--- config.mk ---
export PLATFORM = sky130hd
export DESIGN_NAME = pixel_frame_writer
export DESIGN_NICKNAME = d
export VERILOG_FILES = /design/src/rtl/pixel_frame_writer.sv
export SDC_FILE = /design/constraint.sdc
export NUM_CORES = 1
export LEC_CHECK = 0
export CORE_MARGIN = 2
export CORE_UTILIZATION = 40
export DETAILED_ROUTE_END_ITERATION = 8
export PLACE_DENSITY = 0.62
export SYNTH_ARGS = -nofsm -noshare
export SYNTH_HDL_FRONTEND = slang
export SYNTH_SLANG_ARGS = --single-unit
--- constraint.sdc ---
create_clock -name clk -period 3.1 [get_ports clk]
set_clock_uncertainty 0.2 [all_clocks]
set_input_delay 0.31 -clock clk [delete_from_list [all_inputs] [get_ports clk]]
set_output_delay 0.31 -clock clk [all_outputs]
set_load 0.02 [all_outputs]
--- src/rtl/pixel_frame_writer.sv ---
// Terminal pixel sink: packs PIX_PER_WORD pixels per memory word and writes
// frame-sequential word addresses over a write/waitrequest port.
module pixel_frame_writer #(
  parameter  int unsigned BITS         = 8,
  parameter  int unsigned PIX_PER_WORD = 4,
  parameter  int unsigned WIDTH        = 320,
  parameter  int unsigned HEIGHT       = 240,
  localparam int unsigned WORDS        = WIDTH * HEIGHT / PIX_PER_WORD,
  localparam int unsigned ADDR_W       = (WORDS > 1) ? $clog2(WORDS) : 1,
  localparam int unsigned WORD_W       = BITS * PIX_PER_WORD
) (
  input  logic              clk,
  input  logic              reset,
  input  logic [BITS-1:0]   pix_in,
  input  logic              valid_in,
  output logic              ready_out,
  input  logic              clear,
  output logic [ADDR_W-1:0] mem_address,
  output logic [WORD_W-1:0] mem_writedata,
  output logic              mem_write,
  input  logic              mem_waitrequest,
  output logic              frame_done,
  output logic [ADDR_W-1:0] word_count
);

  localparam int unsigned LANE_W = $clog2(PIX_PER_WORD);
  localparam int unsigned ASM_W  = BITS * (PIX_PER_WORD - 1);
  localparam logic [LANE_W-1:0] LAST_LANE = LANE_W'(PIX_PER_WORD - 1);
  localparam logic [ADDR_W-1:0] LAST_ADDR = ADDR_W'(WORDS - 1);

  logic [LANE_W-1:0] lane_q, lane_d;
  logic [ASM_W-1:0]  asm_q, asm_d;
  logic              out_valid_q, out_valid_d;
  logic              out_last_q, out_last_d;
  logic [ADDR_W-1:0] addr_q, addr_d;
  logic [WORD_W-1:0] data_q, data_d;
  logic [ADDR_W-1:0] wcnt_q, wcnt_d;
  logic              frame_done_q, frame_done_d;

  logic last_lane;
  logic drain;
  logic accept;
  logic load;

  // The final lane may only enter when the output register is free or leaving.
  assign last_lane = (lane_q == LAST_LANE);
  assign drain     = out_valid_q && !mem_waitrequest;
  assign ready_out = !last_lane || !out_valid_q || !mem_waitrequest;
  assign accept    = valid_in && ready_out && !clear;
  assign load      = accept && last_lane;

  always_comb begin
    lane_d       = lane_q;
    asm_d        = asm_q;
    out_valid_d  = out_valid_q;
    out_last_d   = out_last_q;
    addr_d       = addr_q;
    data_d       = data_q;
    wcnt_d       = wcnt_q;
    frame_done_d = drain && out_last_q;

    if (drain) begin
      out_valid_d = 1'b0;
    end

    if (clear) begin
      lane_d = '0;
      asm_d  = '0;
      wcnt_d = '0;
    end else if (accept) begin
      if (last_lane) begin
        lane_d      = '0;
        data_d      = {pix_in, asm_q};
        addr_d      = wcnt_q;
        out_last_d  = (wcnt_q == LAST_ADDR);
        out_valid_d = 1'b1;
        wcnt_d      = (wcnt_q == LAST_ADDR) ? '0 : wcnt_q + ADDR_W'(1);
      end else begin
        lane_d = lane_q + LANE_W'(1);
        for (int k = 0; k < int'(PIX_PER_WORD) - 1; k++) begin
          if (lane_q == LANE_W'(k)) begin
            asm_d[k*BITS +: BITS] = pix_in;
          end
        end
      end
    end
  end

  always_ff @(posedge clk or posedge reset) begin
    if (reset) begin
      lane_q       <= '0;
      asm_q        <= '0;
      out_valid_q  <= 1'b0;
      out_last_q   <= 1'b0;
      addr_q       <= '0;
      data_q       <= '0;
      wcnt_q       <= '0;
      frame_done_q <= 1'b0;
    end else begin
      lane_q       <= lane_d;
      asm_q        <= asm_d;
      out_valid_q  <= out_valid_d;
      out_last_q   <= out_last_d;
      addr_q       <= addr_d;
      data_q       <= data_d;
      wcnt_q       <= wcnt_d;
      frame_done_q <= frame_done_d;
    end
  end

  // load is consumed through out_valid_d; keep it visible for readers of the datapath.
  logic unused_load;
  assign unused_load = load;

  assign mem_address   = addr_q;
  assign mem_writedata = data_q;
  assign mem_write     = out_valid_q;
  assign frame_done    = frame_done_q;
  assign word_count    = wcnt_q;

endmodule

# --- Word level (Yosys, flattened, before mapping) ---
# Index checks and enable logic that the tools add are counted.
word_totals:
  register_bits: 91
  latch_bits: 0
  ram_bits: 0
  mem_bits_ro: 0
  in_bits: 13
  out_inout_bits: 65
  wordCells: 56
  n_memories: 0
op_classes:
  n_addsub: 2
  multipliers: 0
  div_mod_pow: 0
  n_lt_le_gt_ge: 0
  n_eq_ne: 5
  shifts: 0
  n_mux: 17
  n_bitwise: 1
  reduce_logical: 21
ops:
  columns: ["cell", "count"]
  rows:
  - ["two-way mux 24 bit", 3]
  - ["two-way mux 15 bit", 4]
  - ["two-way mux 8 bit", 3]
  - ["adder 15 x 1 -> 15 bit (second input constant)", 1]
  - ["equality test 15 bit (second input constant)", 1]
  - ["AND reduction 3 bit", 4]
  - ["nonzero test 2 bit", 5]
  - ["two-way mux 2 bit", 3]
  - ["equality test 2 bit (second input constant)", 2]
  - ["logical AND 1 bit", 4]
  - ["zero test 1 bit", 4]
  - ["two-way mux 1 bit", 4]
  - ["adder 2 x 1 -> 2 bit (second input constant)", 1]
  - ["equality test 2 x 1 -> 1 bit (second input constant)", 1]
  - ["zero test 2 bit", 1]
  - ["logical OR 1 bit", 2]
  - ["!= test 2 bit (second input constant)", 1]
  - ["AND reduction 2 bit", 1]
  - ["NOT 1 bit", 1]

# --- Longest topological paths before layout ---
logic_depth:
  word_depth: 8
  depth_mapped: 7
  ltp_nobuf: 5

# --- Least setup slack after synthesis ---
# No wires, ideal clock.
synth_path:
  kind: "reg-to-reg"
  from: "register wcnt_q[10] (netlist: word_count[10])"
  to: "register wcnt_q[5] (netlist: word_count[5])"
  setup_ns: 0.124
  arrival_time_ns: 1.875
  required_ns: 2.776
  slack_ns: 0.901
  stages_incl_launch_ff: 5
  path_buffers: 0
  period_less_slack_ns: 2.199
  path_cell_list: "dfrtp_1 or4b_4 nor4_4 and4b_1 a211o_1"
synth_between:
  elab_chain_cells: 5
synth_rtl:
  columns: ["item", "line", "text"]
  rows:
  - ["start: declaration", "37", "logic [ADDR_W-1:0] wcnt_q, wcnt_d;"]
  - ["start signal: assignment", "106", "wcnt_q <= wcnt_d;"]
  - ["equality test 15 bit", "77", "wcnt_d = (wcnt_q == LAST_ADDR) ? '0 : wcnt_q + ADDR_W'(1);"]
  - ["two-way mux 15 bit", "77", null]
  - ["two-way mux 15 bit", "71", "if (last_lane) begin"]
  - ["two-way mux 15 bit", "70", "end else if (accept) begin"]
  - ["two-way mux 15 bit", "66", "if (clear) begin"]
# Every way passes these cells. The select of a mux whose other input is x is not followed.
# A chain may end at the register's enable or synchronous reset.

# --- Worst setup path in the final report ---
layout_path:
  from: "register wcnt_q[10] (netlist: word_count[10])"
  to: "register wcnt_q[9] (netlist: word_count[9])"
# The elaborated chain is that of the path after synthesis.

==> reports/metrics.cfg <==
[run_status]
outcome=finished, final reports clean

[logic_synthesis]
synth_top_area_cell=dfrtp_1
yosys_warnings=0
synth_compound_area_share_pct=9.46
yosys_most_used_dff=dfrtp_1
synth_seq_cells=91
synthCells=308
synth_edf_count=0
synth.top_cell.area_share_pct=60.4
ys_top_cells_by_area=dfrtp_1, mux2_2, nand2_1
synthesis.area_um2=3770
async_flop_share_pct=100
syn_avg_cell_area_um2=12.2
synth_xor_area_share_pct=0.232
muxShareOfSynthArea_pct=14.0
synth-simple-area-share_pct=11.7
synth_nets=326
synth_top_family_by_area=multiplexers
synth.yosys.seq_area_share_pct=60.4
synth_fa_ha_area_share_pct=1.66
yosysUniqueCellTypes=41

[grt]
antenna_found_initial=0
grt.total_usage_pct=17.3
grt-ovfl-total=0
grt_pass1_vias=2662
grt_first_pass_wirelength_um=13600
grt_max_degree=42

[clock_network]
cts_sinks=91
postCtsHoldBufs=0
cts_buffers=9
clk_pin_slew_worst_paths_ns=0.10
clk_latency_ns=0.35
cts_tree=done
cts-root-buf=clkbuf_8
clock_path_buffers=2
cts_setup_buffers=0
cts_resized=0
htreeDepth=3

[routing]
avgRoutedWirePerCell_um=16.0
vias_per_cell=5.26
drc=0
routed-via-count=2657
dr.pass1.iters=4
ant_nets=0
drt_iter0_drc=87
drt-total-wl_um=8060

[power_and_ir_drop]
cellPowerDensity_nw_per_um2=521
p_leak_nw=2.21
irDropWorstVdd_uv=260

[layout]
drive_above_1_share_pct=19.5
nets=407
final_common_cell=dfrtp_1
layout_common_cells=dfrtp_1, clkdlybuf4s50_1, mux2_2
n_antenna_cell=0
area_delta_synth_final_pct=29.8

[worst_setup_path]
crit_fanout=6
required_ns=3.14
cp.arrival_ns=2.39
reg2reg_from=word_count[10]
rr_endpoint=word_count[9]
worstSetupEndpointType=flop
crit_type=reg2reg
rr_worst_depth=4
worstSetupStartpointType=flop
rrSetupSlack_ns=0.76

[placed_design]
hpwl_um=5670
io_buffers=77
dp_slack_ns=0.691
gp_congestion=0.790

[timing]
setup-tns-final_ns=0
fmax_mhz=427
slew_headroom_pct=34.6
finalMaxSlewViolations=0
worst-slew-pin-transition_ns=0.980
min_period_ns=2.34
grt_setup_unrepaired=no
period_share_pct=75.6
fin_ws_ns=0.756
hold_viol_final=0
setup_violations=0

[die]
die_area_um2=10200
die_h_um=101
core_area_um2=9200
fp-row-count=35
dieWidth_um=101
io_pins=78
initial_core_util_pct=41.0

[worst_hold_path]
min_path_type=in2async

[job]
cap_viol_max_count=0

==> cells in the mapped netlist (2+ instances only) <==
library cell / number
o21ai_0: 30
and3_1: 2
ha_1: 5
a21oi_1: 11
or4_1: 4
inv_1: 6
nor4_1: 2
nand4_1: 5
clkbuf_1: 6
nand2_1: 45
a22o_1: 2
nor3_1: 5
mux2_2: 47
a31o_2: 2
nand3_1: 8
o31ai_1: 5
dfrtp_1: 91
nor2_1: 4
buf_1: 4
buf_6: 3
==> sequential cells by signal, summed over array words and instances (netlist names) <==
signal and flops:
mem_address 15, mem_writedata 32, lane_q 2, mem_write 1, frame_done 1, word_count 15, asm_q 24, out_last_q 1
==> critical path: stages, from the launching register on <==
cell	delay, ns
dfrtp_1	0.46
or4b_4	0.58
nor4_4	0.47
nor2_1	0.18
a221o_1	0.33
==> logic make-up after synthesis <==
group	after synthesis
mux	47
flops	91
fa+ha+maj	5
compound gates	59
buf+inv	19
simple gates	86
xor+xnor	1
==> how the worst max path moves through the flow <==
| stage | start | endpoint | slack (ns) | cells past startpoint |
|---|---|---|---|---|
| floorplan | reset | asm_q[0] | 0.23 | 1 |
| global placement | valid_in | word_count[12] | 0.70 | 6 |
| detailed placement | valid_in | mem_writedata[9] | 0.69 | 5 |
| CTS | lane_q[0] | ready_out | 0.77 | 3 |
| global route | lane_q[1] | asm_q[8] | 0.67 | 4 |
| finish | word_count[10] | word_count[9] | 0.76 | 4 |
==> per-stage QoR <==
step	instance area, um2	util (%)	power, mW	hold slack (ns)	std cells
2_1_floorplan	3770	-	1.55	0.246	308
3_3_place_gp	4680	50.9	1.73	0.258	489
3_5_place_dp	4680	50.9	1.74	0.267	489
4_1_cts	4890	53.2	2.59	0.0413	505
5_1_grt	4890	53.2	2.67	0.0704	505
6_report	4890	53.2	2.55	0.0387	505
==> final cells by class <==
cell class	instances	area, um2
inverters	6	23.8
flip-flops and latches	91	2280
multi-input cells	198	1400
fillers	847	4310
clock buffers	9	124
clock inverters	7	83.8
repair buffers	83	841
well taps	111	139
==> per-layer routing <==
layer | global-route usage [%] | part of all wire (%) | wire length (um)
met5 | 0 | 0 | 0
met4 | 6.24 | 1.2 | 93
met3 | 3.05 | 4.5 | 366
met2 | 28.0 | 48 | 3910
met1 | 23.3 | 46 | 3700
==> report_power, final <==
group	total (mW)	internal, mW	switching (mW)
registers	1.33	1.28	0.0577
logic	0.374	0.183	0.190
clock network	0.840	0.387	0.453
total	2.55	1.85	0.701
No activity file was read; power rests on OpenSTA's default activity.
